--- config.mk ---
export PLATFORM = sky130hd
export DESIGN_NAME = rv32_e_fpu_divsqrt
export DESIGN_NICKNAME = d
export VERILOG_FILES = /design/src/rtl/rv32_fpu_pkg.sv /design/src/rtl/rv32_e_fpu_round.sv /design/src/rtl/rv32_e_fpu_divsqrt.sv
export SDC_FILE = /design/constraint.sdc
export NUM_CORES = 1
export LEC_CHECK = 0
export CORE_AREA = 3 3 155 157
export DETAILED_ROUTE_END_ITERATION = 7
export DIE_AREA = 0 0 158 160
export PLACE_DENSITY_LB_ADDON = 0.12
export SKIP_CTS_REPAIR_TIMING = 1
export SLEW_MARGIN = 10
export SYNTH_ARGS = -nofsm -noshare
export SYNTH_HDL_FRONTEND = slang
export SYNTH_SLANG_ARGS = --single-unit
--- constraint.sdc ---
create_clock -name clk_i -period 5.4 [get_ports clk_i]
set_input_delay 1.08 -clock clk_i [delete_from_list [all_inputs] [get_ports clk_i]]
set_output_delay 1.08 -clock clk_i [all_outputs]
set_load 0.05 [all_outputs]
--- src/rtl/rv32_fpu_pkg.sv ---
// Shared FP32 definitions for the RV32F execute-stage arithmetic units.
// Contents: FSM state enum, the unpacked FP32 operand struct and its unpack
// helper (subnormals flushed to signed zero), and FP32 / fflags constants.
package rv32_fpu_pkg;

  typedef enum logic [1:0] {
    ST_IDLE,
    ST_ITER,
    ST_NORM,
    ST_DONE
  } fsm_state_e;

  typedef struct packed {
    logic        sign;
    logic [7:0]  exp;
    logic [23:0] mant;     // hidden bit included; zero for zero/subnormal
    logic        is_zero;  // true zero or flushed subnormal
    logic        is_inf;
    logic        is_nan;
    logic        is_snan;
  } fp32_unpacked_t;

  localparam logic [31:0]        FP32_CANON_NAN = 32'h7FC0_0000;
  localparam logic signed [9:0]  FP32_BIAS      = 10'sd127;

  // fflags bit positions: {NV, DZ, OF, UF, NX}
  localparam int unsigned FFLAG_NX = 0;
  localparam int unsigned FFLAG_UF = 1;
  localparam int unsigned FFLAG_OF = 2;
  localparam int unsigned FFLAG_DZ = 3;
  localparam int unsigned FFLAG_NV = 4;

  function automatic fp32_unpacked_t fp32_unpack(input logic [31:0] x);
    fp32_unpacked_t u;
    u.sign    = x[31];
    u.exp     = x[30:23];
    u.is_zero = (x[30:23] == 8'h00);
    u.is_inf  = (x[30:23] == 8'hFF) && (x[22:0] == '0);
    u.is_nan  = (x[30:23] == 8'hFF) && (x[22:0] != '0);
    u.is_snan = u.is_nan && !x[22];
    u.mant    = u.is_zero ? '0 : {1'b1, x[22:0]};
    return u;
  endfunction

endpackage

--- src/rtl/rv32_e_fpu_round.sv ---
// Combinational RNE rounder and FP32 packer.
// Inputs : sign_i, exp_i (10-bit signed biased exponent), mant_i (1.f[22:0]
//          followed by guard and round bits), sticky_i.
// Outputs: result_o (packed FP32), fflags_o ({NV,DZ,OF,UF,NX}; only OF/UF/NX
//          can be set here). Overflow saturates to signed Inf, underflow
//          flushes to signed zero.
module rv32_e_fpu_round
  import rv32_fpu_pkg::*;
(
  input  logic               sign_i,
  input  logic signed [9:0]  exp_i,
  input  logic [25:0]        mant_i,
  input  logic               sticky_i,
  output logic [31:0]        result_o,
  output logic [4:0]         fflags_o
);

  logic              lsb;
  logic              guard;
  logic              rnd;
  logic              inexact;
  logic              round_up;
  logic [24:0]       sum;
  logic              carry;
  logic signed [9:0] exp_r;
  logic [22:0]       frac;

  always_comb begin
    lsb      = mant_i[2];
    guard    = mant_i[1];
    rnd      = mant_i[0];
    inexact  = guard | rnd | sticky_i;
    round_up = guard & (rnd | sticky_i | lsb);
    sum      = {1'b0, mant_i[25:2]} + {24'd0, round_up};
    carry    = sum[24];
    // A carry means the significand rounded up to exactly 2.0
    exp_r    = carry ? exp_i + 10'sd1 : exp_i;
    frac     = carry ? sum[23:1] : sum[22:0];

    fflags_o = '0;
    if (exp_r >= 10'sd255) begin
      result_o           = {sign_i, 8'hFF, 23'd0};
      fflags_o[FFLAG_OF] = 1'b1;
      fflags_o[FFLAG_NX] = 1'b1;
    end else if (exp_r <= 10'sd0) begin
      result_o           = {sign_i, 31'd0};
      fflags_o[FFLAG_UF] = 1'b1;
      fflags_o[FFLAG_NX] = 1'b1;
    end else begin
      result_o           = {sign_i, exp_r[7:0], frac};
      fflags_o[FFLAG_NX] = inexact;
    end
  end

endmodule

--- src/rtl/rv32_e_fpu_divsqrt.sv ---
// Iterative FDIV.S / FSQRT.S unit (restoring, one quotient/root bit per cycle).
// Ports: clk_i, rst_ni (async active-low), start_i, op_sqrt_i, src_a_i,
//        src_b_i, flush_i -> busy_o, valid_o (one-cycle strobe), result_o,
//        fflags_o ({NV,DZ,OF,UF,NX}).
// Build option: FPU_SQRT_EN enables the square-root datapath; without it an
// FSQRT request completes immediately as canonical NaN with NV.
module rv32_e_fpu_divsqrt
  import rv32_fpu_pkg::*;
#(
  parameter int unsigned QBITS = 26
) (
  input  logic        clk_i,
  input  logic        rst_ni,
  input  logic        start_i,
  input  logic        op_sqrt_i,
  input  logic [31:0] src_a_i,
  input  logic [31:0] src_b_i,
  input  logic        flush_i,
  output logic        busy_o,
  output logic        valid_o,
  output logic [31:0] result_o,
  output logic [4:0]  fflags_o
);

  localparam int unsigned REMW = QBITS + 4;
  localparam int unsigned CNTW = $clog2(QBITS);

  fsm_state_e state_q, state_d;

  fp32_unpacked_t ua, ub;
  logic           spec_hit;
  logic [31:0]    spec_res;
  logic [4:0]     spec_flags;

  logic              sign_q, sign_d;
  logic signed [9:0] exp_q, exp_d;
  logic [QBITS-1:0]  q_q, q_d;
  logic [REMW-1:0]   rem_q, rem_d;
  logic [23:0]       dvs_q, dvs_d;
  logic [CNTW-1:0]   cnt_q, cnt_d;
  logic [31:0]       result_q, result_d;
  logic [4:0]        fflags_q, fflags_d;
  logic              valid_q, valid_d;

  logic signed [9:0] div_exp;
  logic              div_lt;
  logic [REMW-1:0]   dvs_ext;

  logic [QBITS:0]    q_ext;
  logic [25:0]       rnd_mant;
  logic              rnd_sticky;
  logic [31:0]       rnd_res;
  logic [4:0]        rnd_flags;

`ifdef FPU_SQRT_EN
  localparam int unsigned RADW = 2 * QBITS;
  logic              sqrt_q, sqrt_d;
  logic [RADW-1:0]   rad_q, rad_d;
  logic [REMW-1:0]   rem_sh;
  logic [REMW-1:0]   trial;
  logic signed [9:0] sqrt_u;
  logic [24:0]       sqrt_m;
`endif

  // Operand classification and special-case results
  always_comb begin
    ua         = fp32_unpack(src_a_i);
    ub         = fp32_unpack(src_b_i);
    spec_hit   = 1'b1;
    spec_res   = FP32_CANON_NAN;
    spec_flags = '0;
    if (op_sqrt_i) begin
`ifdef FPU_SQRT_EN
      if (ua.is_nan) begin
        spec_flags[FFLAG_NV] = ua.is_snan;
      end else if (ua.is_zero) begin
        spec_res = {ua.sign, 31'd0};
      end else if (ua.sign) begin
        spec_flags[FFLAG_NV] = 1'b1;
      end else if (ua.is_inf) begin
        spec_res = 32'h7F80_0000;
      end else begin
        spec_hit = 1'b0;
      end
`else
      spec_flags[FFLAG_NV] = 1'b1;
`endif
    end else begin
      if (ua.is_nan || ub.is_nan) begin
        spec_flags[FFLAG_NV] = ua.is_snan | ub.is_snan;
      end else if ((ua.is_zero && ub.is_zero) || (ua.is_inf && ub.is_inf)) begin
        spec_flags[FFLAG_NV] = 1'b1;
      end else if (ua.is_inf) begin
        spec_res = {ua.sign ^ ub.sign, 8'hFF, 23'd0};
      end else if (ub.is_inf || ua.is_zero) begin
        spec_res = {ua.sign ^ ub.sign, 31'd0};
      end else if (ub.is_zero) begin
        spec_res             = {ua.sign ^ ub.sign, 8'hFF, 23'd0};
        spec_flags[FFLAG_DZ] = 1'b1;
      end else begin
        spec_hit = 1'b0;
      end
    end
  end

  // Rounder input: top 26 quotient bits; any lower bits fold into sticky
  always_comb begin
    q_ext      = {q_q, 1'b0};
    rnd_mant   = q_ext[QBITS -: 26];
    rnd_sticky = (rem_q != '0) | (|q_ext[QBITS-26:0]);
  end

  rv32_e_fpu_round u_round (
    .sign_i   (sign_q),
    .exp_i    (exp_q),
    .mant_i   (rnd_mant),
    .sticky_i (rnd_sticky),
    .result_o (rnd_res),
    .fflags_o (rnd_flags)
  );

  // State register
  always_ff @(posedge clk_i or negedge rst_ni) begin
    if (!rst_ni) begin
      state_q <= ST_IDLE;
    end else begin
      state_q <= state_d;
    end
  end

  // Next-state logic; flush wins over everything, including a new start
  always_comb begin
    state_d = state_q;
    unique case (state_q)
      ST_IDLE: if (start_i) state_d = spec_hit ? ST_DONE : ST_ITER;
      ST_ITER: if (cnt_q == CNTW'(QBITS - 1)) state_d = ST_NORM;
      ST_NORM: state_d = ST_DONE;
      ST_DONE: state_d = ST_IDLE;
      default: state_d = ST_IDLE;
    endcase
    if (flush_i) state_d = ST_IDLE;
  end

  // Outputs
  always_comb begin
    busy_o   = (state_q != ST_IDLE);
    valid_o  = valid_q;
    result_o = result_q;
    fflags_o = fflags_q;
  end

  // Datapath next-state
  always_comb begin
    sign_d   = sign_q;
    exp_d    = exp_q;
    q_d      = q_q;
    rem_d    = rem_q;
    dvs_d    = dvs_q;
    cnt_d    = cnt_q;
    result_d = result_q;
    fflags_d = fflags_q;
    valid_d  = 1'b0;
    div_exp  = $signed({2'b00, ua.exp}) - $signed({2'b00, ub.exp}) + FP32_BIAS;
    div_lt   = (ua.mant < ub.mant);
    dvs_ext  = {{(REMW-24){1'b0}}, dvs_q};
`ifdef FPU_SQRT_EN
    sqrt_d   = sqrt_q;
    rad_d    = rad_q;
    rem_sh   = {rem_q[REMW-3:0], rad_q[RADW-1 -: 2]};
    trial    = {{(REMW-QBITS-2){1'b0}}, q_q, 2'b01};
    sqrt_u   = '0;
    sqrt_m   = '0;
`endif
    if (!flush_i) begin
      unique case (state_q)
        ST_IDLE: begin
          if (start_i) begin
            if (spec_hit) begin
              result_d = spec_res;
              fflags_d = spec_flags;
              valid_d  = 1'b1;
            end else begin
              cnt_d = '0;
              q_d   = '0;
`ifdef FPU_SQRT_EN
              sqrt_d = op_sqrt_i;
              if (op_sqrt_i) begin
                // Even unbiased exponent so the root exponent is exact
                sign_d = 1'b0;
                sqrt_u = $signed({2'b00, ua.exp}) - FP32_BIAS;
                sqrt_m = {1'b0, ua.mant};
                if (sqrt_u[0]) begin
                  sqrt_m = {ua.mant, 1'b0};
                  sqrt_u = sqrt_u - 10'sd1;
                end
                exp_d = (sqrt_u >>> 1) + FP32_BIAS;
                rad_d = {sqrt_m, {(RADW-25){1'b0}}};
                rem_d = '0;
              end else
`endif
              begin
                // Pre-scale the dividend so the quotient lies in [1,2)
                sign_d = ua.sign ^ ub.sign;
                dvs_d  = ub.mant;
                if (div_lt) begin
                  rem_d = REMW'({ua.mant, 1'b0});
                  exp_d = div_exp - 10'sd1;
                end else begin
                  rem_d = REMW'(ua.mant);
                  exp_d = div_exp;
                end
              end
            end
          end
        end
        ST_ITER: begin
          cnt_d = cnt_q + CNTW'(1);
`ifdef FPU_SQRT_EN
          if (sqrt_q) begin
            rad_d = rad_q << 2;
            if (rem_sh >= trial) begin
              rem_d = rem_sh - trial;
              q_d   = {q_q[QBITS-2:0], 1'b1};
            end else begin
              rem_d = rem_sh;
              q_d   = {q_q[QBITS-2:0], 1'b0};
            end
          end else
`endif
          begin
            if (rem_q >= dvs_ext) begin
              rem_d = (rem_q - dvs_ext) << 1;
              q_d   = {q_q[QBITS-2:0], 1'b1};
            end else begin
              rem_d = rem_q << 1;
              q_d   = {q_q[QBITS-2:0], 1'b0};
            end
          end
        end
        ST_NORM: begin
          result_d = rnd_res;
          fflags_d = rnd_flags;
          valid_d  = 1'b1;
        end
        ST_DONE: ;
        default: ;
      endcase
    end
  end

  // Datapath registers
  always_ff @(posedge clk_i or negedge rst_ni) begin
    if (!rst_ni) begin
      sign_q   <= 1'b0;
      exp_q    <= '0;
      q_q      <= '0;
      rem_q    <= '0;
      dvs_q    <= '0;
      cnt_q    <= '0;
      result_q <= '0;
      fflags_q <= '0;
      valid_q  <= 1'b0;
`ifdef FPU_SQRT_EN
      sqrt_q   <= 1'b0;
      rad_q    <= '0;
`endif
    end else begin
      sign_q   <= sign_d;
      exp_q    <= exp_d;
      q_q      <= q_d;
      rem_q    <= rem_d;
      dvs_q    <= dvs_d;
      cnt_q    <= cnt_d;
      result_q <= result_d;
      fflags_q <= fflags_d;
      valid_q  <= valid_d;
`ifdef FPU_SQRT_EN
      sqrt_q   <= sqrt_d;
      rad_q    <= rad_d;
`endif
    end
  end

endmodule

; Word-level counts from Yosys, hierarchy flattened
; Cells that the tools add are included.
[word_totals]
latch_bits = 0
reg_bits = 136
mem_bits_rw = 0
in_bits = 69
wordCells = 128
memories = 0
mem_bits_ro = 0
out_inout_bits = 39
[classes]
magnitude_cmp = 4
div_mod_pow = 0
n_mul = 0
bitwise = 9
shifts = 0
muxes = 59
reduce_logical = 28
eq_ne = 11
add_sub_neg = 7
[op_table]
columns = op, count
row1 = 32-bit 2-to-1 mux, 8
row2 = 30-bit 2-to-1 mux, 3
row3 = 32-bit case mux with 2 select lines, 1
row4 = 31-bit 2-to-1 mux, 2
row5 = 30-bit case mux with 2 select lines, 1
row6 = 26-bit 2-to-1 mux, 2
row7 = 26-bit case mux with 2 select lines, 1
row8 = 24-bit 2-to-1 mux, 2
row9 = 23-bit logical NOT, 2
row10 = 23-bit nonzero test, 2
row11 = 30-bit by 24-bit greater-or-equal comparator with 1-bit output, 1
row12 = 30-bit nonzero test, 1
row13 = 29-bit by 24-bit subtractor with 29-bit output, 1
row14 = 24-bit by 1-bit adder with 25-bit output, 1
row15 = 25-bit 2-to-1 mux, 1
row16 = 24-bit less-than comparator, 1
row17 = 1-bit 2-to-1 mux, 23
row18 = 23-bit 2-to-1 mux, 1
row19 = 10-bit 2-to-1 mux, 2
row20 = 5-bit 2-to-1 mux, 4
row21 = 5-bit case mux with 2 select lines, 2
row22 = "8-bit == test, second input constant", 2
row23 = 8-bit logical NOT, 2
row24 = 4-bit AND reduction, 3
row25 = other kinds (25), 49

; Logic depth before layout (Yosys ltp)
; Gate-level depths: netlist of the first run.
[logic_depth]
word_depth = 12
ltp_mapped = 16
mapped_depth_nobuf = 14

; Cells and area by module
; From an unflattened synthesis of the first run, not the netlist that was laid out.
[hier_totals]
hier_cells = 1295
hier_area_um2 = 10557.6
[modules_own_cells]
columns = module, seq_area_each_um2, area_each_um2, instances, cells_per_inst
row1 = rv32_e_fpu_divsqrt, 3403.3, 9190.1, 1, 1082
row2 = rv32_e_fpu_round, 0.0, 1367.6, 1, 213

; Worst setup path before layout of the first run
; OpenSTA, ideal clock, no wires.
[synth_path]
kind = input port to flip-flop
startpoint = input port src_a_i[28]
endpoint = register rem_q[14]
arrival_ps = 4652
path_stages = 16
t_required_ps = 5263
setup_slack_ps = 611
path_cell_list = or4_1 -> or2_2 -> clkbuf_1 -> clkbuf_1 -> nand2_1 -> inv_1 -> ha_1 -> a21o_1 -> a211oi_1 -> nand2b_1 -> o311a_1 -> nor2_1 -> clkbuf_1 -> mux2i_1 -> o2bb2ai_1 -> a21oi_1
[synth_via]
elab_chain_cells = 9
word_cells_on_any_way = 22
classes_between = 1 x order compare / 2 x eq/ne / 10 x mux / 9 x reduce/logical
[synth_lines]
columns = item, line_no
row1 = start: declaration, rv32_e_fpu_divsqrt.sv:16  ; input logic [31:0] src_a_i,
row2 = branches (longest 9 deep; another with 24-bit less-than comparator), -
row3 = end signal: assignment, rv32_e_fpu_divsqrt.sv:271  ; rem_q <= rem_d;
row4 = end: declaration, rv32_e_fpu_divsqrt.sv:38  ; logic [REMW-1:0] rem_q, rem_d;
; Several ways; the timed one is not identified. The select of a mux whose other input is x is not followed.
; A chain may end at the register's enable or synchronous reset.

; Worst setup path in the final report of the first run
[layout_path]
startpoint = input port src_a_i[28]
endpoint = register rem_q[10]
; Same word-level chain as after synthesis.

==> results of run 1 <==
## layout by cell type, fill, tap and decap left out, drive strengths merged, types with 11 or more instances in the layout
master,count
a31oi,13
dfrtp,136
nand3,55
a22o,17
buf,21
nand2b,11
o21ai,72
a21o,26
xor2,21
nand4,25
nor3,28
mux2i,40
clkdlybuf4s50,106
o221ai,11
nor2,72
inv,78
o21a,13
o211ai,12
a32o,11
a21oi,58
nor2b,12
o22ai,11
ha,65
clkbuf,17
xnor2,39
nand2,200
nor4,26
and2,18
## sequential cells by signal, summed over array words and instances, names as in the netlist
| name | flops |
|---|---|
| result_o | 32 |
| rem_q | 30 |
| q_q | 26 |
| dvs_q | 24 |
| exp_q | 10 |
| cnt_q | 5 |
| fflags_o | 5 |
| state_q | 2 |
| sign_q | 1 |
| valid_o | 1 |
## where the power goes
group,switching (W),internal (W)
clock,0.000546,0.000805
sequential,0.000328,0.00132
combinational,0.00244,0.00161
total,0.00332,0.00374
## cells by family (layout without fill, tap and decap cells)
group	after synthesis	count (layout)	synth area share, %
mux	43	43	4.23
fa+ha+maj	67	67	8.32
xor+xnor	60	60	5.12
flops	136	136	33.2
compound gates	312	312	20.7
simple gates	496	496	23.2
buf+inv	136	228	5.28
## metal layers
layer	global-route usage, %	vias up
met3	5.15	25
met1	36.7	4603
met2	36.6	301
met4	4.30	0
li1	-	4700
met5	0	-
## worst max-delay path, stage by stage
cell and delay [ns]:
clkdlybuf4s50_1 0.44, or4_1 0.58, or2_2 0.50, nand2_1 0.18, inv_1 0.05, ha_1 0.28
a21o_1 0.16, a211oi_1 0.30, nand2b_1 0.10, o311a_1 0.35, nor2_4 0.30, buf_12 0.22
mux2i_1 0.21, a2bb2oi_1 0.16, o21ai_0 0.09
## worst paths after layout
| check | cells past startpoint | from | slack, ns | endpoint |
|---|---|---|---|---|
| min in group asynchronous | 1 | rst_ni | 0.80 | rem_q[25] |
| worst max register to register | 11 | rem_q[0] | 1.60 | rem_q[28] |
| worst min register to register | 2 | dvs_q[23] | 0.45 | dvs_q[23] |
| worst min-delay path | 2 | dvs_q[23] | 0.45 | dvs_q[23] |
| worst max-delay path | 15 | src_a_i[28] | 0.68 | rem_q[10] |
| max in group asynchronous | 2 | rst_ni | 3.52 | rem_q[21] |
## metrics by stage
stage	instance area [µm²]	setup WS (ns)
floorplan	10300	0.611
global placement	11600	0.355
detailed placement	11600	0.285
CTS	12300	0.723
global route	12300	0.447
finish	12300	0.682
## layout make-up
type	instances	area, µm²	area share [%]
Clock buffer	17	425	3.46
Clock inverter	15	246	2.00
Inverter	69	259	2.11
Multi-Input combinational cell	978	6330	51.5
Sequential cell	136	3400	27.7
Tap cell	285	357	2.90
Timing Repair Buffer	127	1270	10.4
==> flow_summary.ini, run 1 <==
[final_layout]
area_delta_synth_final_pct = 19.9
fill_cells = 2113
insertedDiodeCount = 0
finalNetCount = 1465
final_util_pct = 54.3
instances_no_fill = 1627
final_layout_size_suffix_gt1_share_pct = 5.74

[global_routing]
grt_usage_pct = 24.4
grt_pass1_vias = 9201
antenna_found_initial = 0
grt_first_pass_wirelength_mm = 49.6
grt_max_degree = 107
grt-ovfl-total = 0

[timing]
setup_viol = 0
maxSlewHeadroom_pct = 30.8
holdWs_ns = 0.447
hold_viol_final = 0
fin_setup_tns_ns = 0
fin_crit_sh_pct = 87.4
fin_crit_ns = 4.72
finClkSkew_ns = 0.0201
finalMaxSlewViolations = 0
fmax_mhz = 212
rsz0062_at_grt = no
tightest_slew_ns = 1.04

[cts]
ctsRootBufferMaster = clkbuf_16
clk_latency_ns = 0.43
cts_tree = done
clkTransAtPathRegs_ns = 0.06
clockBufferDepth = 2
htreeDepth = 4
tritoncts_num_sinks = 136
cts_buffers = 17

[placed_design]
place_inst = 1595
port_buffers = 107
dpl.hpwl_mm = 23.0
gp_congestion = 0.912

[power]
ir_worst_vdd_uv = 252
power_w = 0.00706
powerDensity_nw_per_um2 = 574
p_leak_nw = 5.70

[logic_synthesis]
synth.largest_area_cell = dfrtp_1
synth_common_cells = nand2_1, dfrtp_1, nor2_1, o21ai_0, inv_1
mappedNetlistArea_um2 = 10300
ys_ff_latch = 136
synth.distinct_cells = 76
seq_area_frac_synth_pct = 33.2
synthTopCellsByArea = dfrtp_1, ha_1, nand2_1
synth_most_common_cell = nand2_1
synth.net_count = 1386
synth_warnings = 0
syn_inst = 1250
synth-edff-count = 0
ys.flop_type = dfrtp_1
async_reset_ff_share_pct = 100
synth_top_area_share_pct = 33.2
syn_area_per_cell_um2 = 8.21

[drt]
wl_per_cell_um = 18.6
wl_mm = 30.2
remaining_drc_errors = 0
met2_length_mm = 13.4
viasPerCell = 5.92
drtIter0Drc = 585
wl_met1_mm = 14.8
vias = 9629
routed.top_layer = met4
wl_met3_mm = 1.71
ant_nets = 0
firstDrtPassIters = 5

[worst_setup_path]
path_max_fanout = 25
cp-end-kind = register
setup.worst_path.class = in2reg
worstSetupStartpointType = primary input
worstPathRequired_ns = 5.69
arrival_ns = 5.01

[die]
chipHeight_um = 160
die_w_um = 158
fp.dieArea_um2 = 25300
top_level_ports = 108
num_rows = 55
core_area_um2 = 22600
start_util_pct = 45.3

[hold_path]
hp-class = reg2reg

[run_status]
status = completed

[job]
drv_cap = 0
No activity file was read; power rests on OpenSTA's default activity.
==> run 2: changes to the inputs <==
--- a/config.mk
+++ b/config.mk
@@ -9,8 +9,9 @@
 export DETAILED_ROUTE_END_ITERATION = 7
 export DIE_AREA = 0 0 158 160
 export PLACE_DENSITY_LB_ADDON = 0.12
+export RECOVER_POWER = 25
 export SKIP_CTS_REPAIR_TIMING = 1
-export SLEW_MARGIN = 10
+export SLEW_MARGIN = 25
 export SYNTH_ARGS = -nofsm -noshare
 export SYNTH_HDL_FRONTEND = slang
 export SYNTH_SLANG_ARGS = --single-unit
==> run 2 against run 1 <==
Effect of this change:
- the run now ends with max-capacitance violations, max-slew violations left
- count of clock-buffer cells in the layout is the same
- sequential power is essentially flat
- cell count is the same
- critical endpoint unchanged
==> flow_summary.ini, run 2 (same netlist as run 1, synthesis figures left out) <==
[die]
top_level_ports = 108
num_rows = 55
chipHeight_um = 160
fp.dieArea_um2 = 25300
start_util_pct = 45.3
die_w_um = 158
core_area_um2 = 22600

[final_layout]
area_delta_synth_final_pct = 19.8
finalInstanceArea_um2 = 12300
final_common_cell = nand2_1
most-common-layout-cells = nand2_1, dfrtp_1, clkdlybuf4s50_1, nor2_1, o21ai_0
largest_reg_flops = 32
fill_cells = 2115
finalNetCount = 1465
insertedDiodeCount = 0
final_layout_size_suffix_gt1_share_pct = 5.74

[global_routing]
grt-ovfl-total = 0
grt_usage_pct = 24.4
grt_max_degree = 107
grt_pass1_vias = 9201
grt_first_pass_wirelength_mm = 49.6
antenna_found_initial = 0

[timing]
fin_setup_tns_ns = 0
fmax_mhz = 212
fin_crit_sh_pct = 87.4
finalMaxSlewViolations = 107
worst_slack_ns = 0.682
rsz0062_at_grt = no
hold_viol_final = 0
finClkSkew_ns = 0.0201
setup_viol = 0
tightest_slew_ns = 2.80
fin_crit_ns = 4.72
maxSlewHeadroom_pct = -86.9

[run_status]
status = finished, violations left
violations = max-capacitance violations, max-slew violations

[worst_setup_path]
setup.worst_path.class = in2reg
arrival_ns = 5.01
worstSetupStartpointType = primary input
cp-end-kind = register
path_max_fanout = 25
worstPathRequired_ns = 5.69

[power]
ir_worst_vdd_uv = 252
powerDensity_nw_per_um2 = 575
p_leak_nw = 5.70

[cts]
htreeDepth = 4
clk_latency_ns = 0.43
ctsRootBufferMaster = clkbuf_16
clockBufferDepth = 2
clkTransAtPathRegs_ns = 0.06
cts_buffers = 17
cts_tree = done
tritoncts_num_sinks = 136

[drt]
drtIter0Drc = 585
remaining_drc_errors = 0
wl_mm = 30.2
vias = 9631
viasPerCell = 5.92
ant_nets = 0
wl_per_cell_um = 18.6
firstDrtPassIters = 5

[hold_path]
hp-class = reg2reg

[placed_design]
gp_congestion = 0.912
port_buffers = 107
post_dp_cell_area_um2 = 11600
dpl.hpwl_mm = 23.0
preCtsSetupSlack_ns = 0.285

[job]
drv_cap = 1
run 2: metrics by stage:
stage / utilization (%) / std cells / hold slack, ns / total power [W]
floorplan: - / 1250 / 0.418 / 0.00452
global placement: 51.3 / 1595 / 0.437 / 0.00561
detailed placement: 51.3 / 1595 / 0.440 / 0.00564
CTS: 54.3 / 1627 / 0.453 / 0.00701
global route: 54.3 / 1627 / 0.497 / 0.00759
finish: 54.3 / 1627 / 0.447 / 0.00706
run 2: layout make-up:
cell class | instances | area [µm²] | share of cell area (%)
repair buffers | 127 | 1270 | 10.3
inverters | 69 | 259 | 2.11
clock buffers | 17 | 425 | 3.46
flip-flops and latches | 136 | 3400 | 27.7
multi-input cells | 978 | 6330 | 51.5
clock inverters | 15 | 246 | 2.01
well taps | 285 | 357 | 2.90
run 2: critical path: stages:
cell and delay (ns):
clkdlybuf4s50_1 0.44, or4_1 0.58, or2_2 0.50, nand2_1 0.18, inv_1 0.05, ha_1 0.28
a21o_1 0.16, a211oi_1 0.30, nand2b_1 0.10, o311a_1 0.35, nor2_4 0.30, buf_12 0.22
mux2i_1 0.21, a2bb2oi_1 0.16, o21ai_0 0.09
run 2: metal layers:
metal	vias to the layer above	global-route usage, %	wire [µm]
met5	-	0	0
met4	0	4.30	378
met3	25	5.15	1700
met2	301	36.6	13400
met1	4606	36.7	14800
li1	4699	-	-
run 2: worst paths after layout:
| path | start | end | slack, ns | cells past startpoint |
|---|---|---|---|---|
| min in group asynchronous | rst_ni | rem_q[25] | 1.54 | 1 |
| worst min register to register | dvs_q[23] | dvs_q[23] | 0.45 | 2 |
| worst max-delay path | src_a_i[28] | rem_q[10] | 0.68 | 15 |
| worst max register to register | rem_q[0] | rem_q[28] | 1.61 | 11 |
| max in group asynchronous | rst_ni | rem_q[21] | 2.18 | 2 |
| worst min-delay path | dvs_q[23] | dvs_q[23] | 0.45 | 2 |
run 2: power by group:
| group | internal [W] | switching, W |
|---|---|---|
| registers | 0.00133 | 0.000328 |
| clock network | 0.000805 | 0.000547 |
| logic | 0.00161 | 0.00244 |
| total | 0.00374 | 0.00332 |
==> run 3: changes to the inputs <==
--- a/config.mk
+++ b/config.mk
@@ -8,7 +8,8 @@
 export CORE_AREA = 3 3 155 157
 export DETAILED_ROUTE_END_ITERATION = 7
 export DIE_AREA = 0 0 158 160
-export PLACE_DENSITY_LB_ADDON = 0.12
+export MAX_ROUTING_LAYER = met4
+export PLACE_DENSITY = 0.76
 export RECOVER_POWER = 25
 export SKIP_CTS_REPAIR_TIMING = 1
 export SLEW_MARGIN = 25
==> run 3 against run 2 <==
Effect of this change:
- the flow still finishes with violations (max-capacitance violations, max-slew violations)
- power is 1.1% lower
- core utilization is 0.19 points lower
- global-route usage is 0.37 points lower
- first-iteration DRC count is 25% higher
==> flow_summary.ini, run 3 (same netlist as run 1, synthesis figures left out) <==
[timing]
finClkSkew_ns = 0.0175
fin_crit_ns = 4.88
hold_viol_final = 0
setup_viol = 0
holdWs_ns = 0.457
fin_setup_tns_ns = 0
fmax_mhz = 205
fin_crit_sh_pct = 90.4
finalMaxSlewViolations = 76
maxSlewHeadroom_pct = -23.8
tightest_slew_ns = 1.86
rsz0062_at_grt = no

[worst_setup_path]
path_max_fanout = 25
worstSetupStartpointType = primary input
max_stage_delay_ns = 0.58
cp.buffers_inverters = 4
critical_path.cell_chain = clkdlybuf4s50_1, or4_1, or2_2, nand2_1, inv_1, ha_1, a211oi_1, o211ai_1, a31oi_1, o221ai_1, nor2_4, buf_4, buf_4, mux2i_1, a22oi_1, o21ai_0
cp_top_family = simple AND/OR/NAND/NOR gates
slowest_stage = or4_1
setup.worst_path.class = in2reg
worstPathRequired_ns = 5.67
cp-end-kind = register
arrival_ns = 5.16
critPathMostFrequentCell = buf_4

[placed_design]
dpl.hpwl_mm = 22.1
place_inst = 1597
gp_congestion = 0.943
port_buffers = 107

[hold_path]
hp-class = reg2reg

[final_layout]
final_util_pct = 54.1
largest_reg_flops = 32
final_layout_size_suffix_gt1_share_pct = 5.87
instances_no_fill = 1630
insertedDiodeCount = 0
area_delta_synth_final_pct = 19.4
fill_cells = 2019
most-common-layout-cells = nand2_1, dfrtp_1, clkdlybuf4s50_1, nor2_1, o21ai_0
finalNetCount = 1468
final_common_cell = nand2_1

[drt]
ant_nets = 0
vias = 9807
viasPerCell = 6.02
drtIter0Drc = 730
firstDrtPassIters = 6
remaining_drc_errors = 0
wl_per_cell_um = 18.1
wl_mm = 29.5

[die]
chipHeight_um = 160
fp.dieArea_um2 = 25300
top_level_ports = 108
core_area_um2 = 22600
num_rows = 55
start_util_pct = 45.3
die_w_um = 158

[global_routing]
grt-ovfl-total = 0
grt_max_degree = 103
antenna_found_initial = 0
grt_usage_pct = 24.0
grt_pass1_vias = 9552
grt_first_pass_wirelength_mm = 48.3

[cts]
tritoncts_num_sinks = 136
cts_tree = done
clk_latency_ns = 0.43
clkTransAtPathRegs_ns = 0.07
clockBufferDepth = 2
cts_buffers = 17
htreeDepth = 4
ctsRootBufferMaster = clkbuf_16

[power]
p_int_w = 0.00369
combPwrFrac_pct = 57.7
p_switching_w = 0.00329
seqPwrFrac_pct = 23.7
power_w = 0.00698
powerDensity_nw_per_um2 = 570
p_leak_nw = 5.68
ir_worst_vdd_uv = 294
power.share.clock_pct = 18.6
p_sw_share_pct = 47.1

[run_status]
violations = max-capacitance violations, max-slew violations
status = finished, violations left

[job]
drv_cap = 2
-- run 3: area by class of cell --
class | instances | area, µm² | area share [%]
clock buffers | 17 | 425 | 3.47
clock inverters | 15 | 223 | 1.82
inverters | 69 | 259 | 2.12
multi-input cells | 978 | 6330 | 51.7
flip-flops and latches | 136 | 3400 | 27.8
well taps | 285 | 357 | 2.91
repair buffers | 130 | 1250 | 10.2
-- run 3: final timing paths --
| path | start | slack, ns | endpoint | depth (start not counted) |
|---|---|---|---|---|
| hold / removal | dvs_q[23] | 0.46 | dvs_q[23] | 2 |
| min in group asynchronous | rst_ni | 1.00 | dvs_q[12] | 1 |
| setup reg to reg | q_q[1] | 1.58 | result_o[7] | 11 |
| setup / recovery | src_a_i[28] | 0.52 | rem_q[8] | 16 |
| hold reg to reg | dvs_q[23] | 0.46 | dvs_q[23] | 2 |
| max in group asynchronous | rst_ni | 1.62 | rem_q[26] | 3 |
-- run 3: worst min-delay path: cells and delay by family (launching register included) --
family	cells	cell delay, ns
buffers and inverters	1	0.05
flip-flops	1	0.32
AND/OR/NAND/NOR	1	0.05
-- run 3: metrics by stage --
stage	cell area (µm²)	setup WS (ns)
floorplan	10300	0.611
global placement	11600	0.300
detailed placement	11600	0.196
CTS	12200	0.632
global route	12200	0.324
finish	12200	0.517
-- run 3: metal layers --
| layer | GRT usage, % | up-vias | part of all wire, % |
|---|---|---|---|
| li1 | - | 4678 | - |
| met1 | 32.9 | 4702 | 45 |
| met2 | 37.6 | 385 | 47 |
| met3 | 3.22 | 42 | 6.1 |
| met4 | 6.45 | 0 | 1.9 |
| met5 | - | - | 0 |
-- run 3: power groups by stage --
stage / combinational [W] / sequential [W] / clock, W
2_1_floorplan: 0.00282 / 0.00170 / 0
3_3_place_gp: 0.00386 / 0.00165 / 0
3_5_place_dp: 0.00393 / 0.00166 / 0
4_1_cts: 0.00396 / 0.00164 / 0.00131
5_1_grt: 0.00441 / 0.00170 / 0.00136
6_report: 0.00403 / 0.00166 / 0.00130
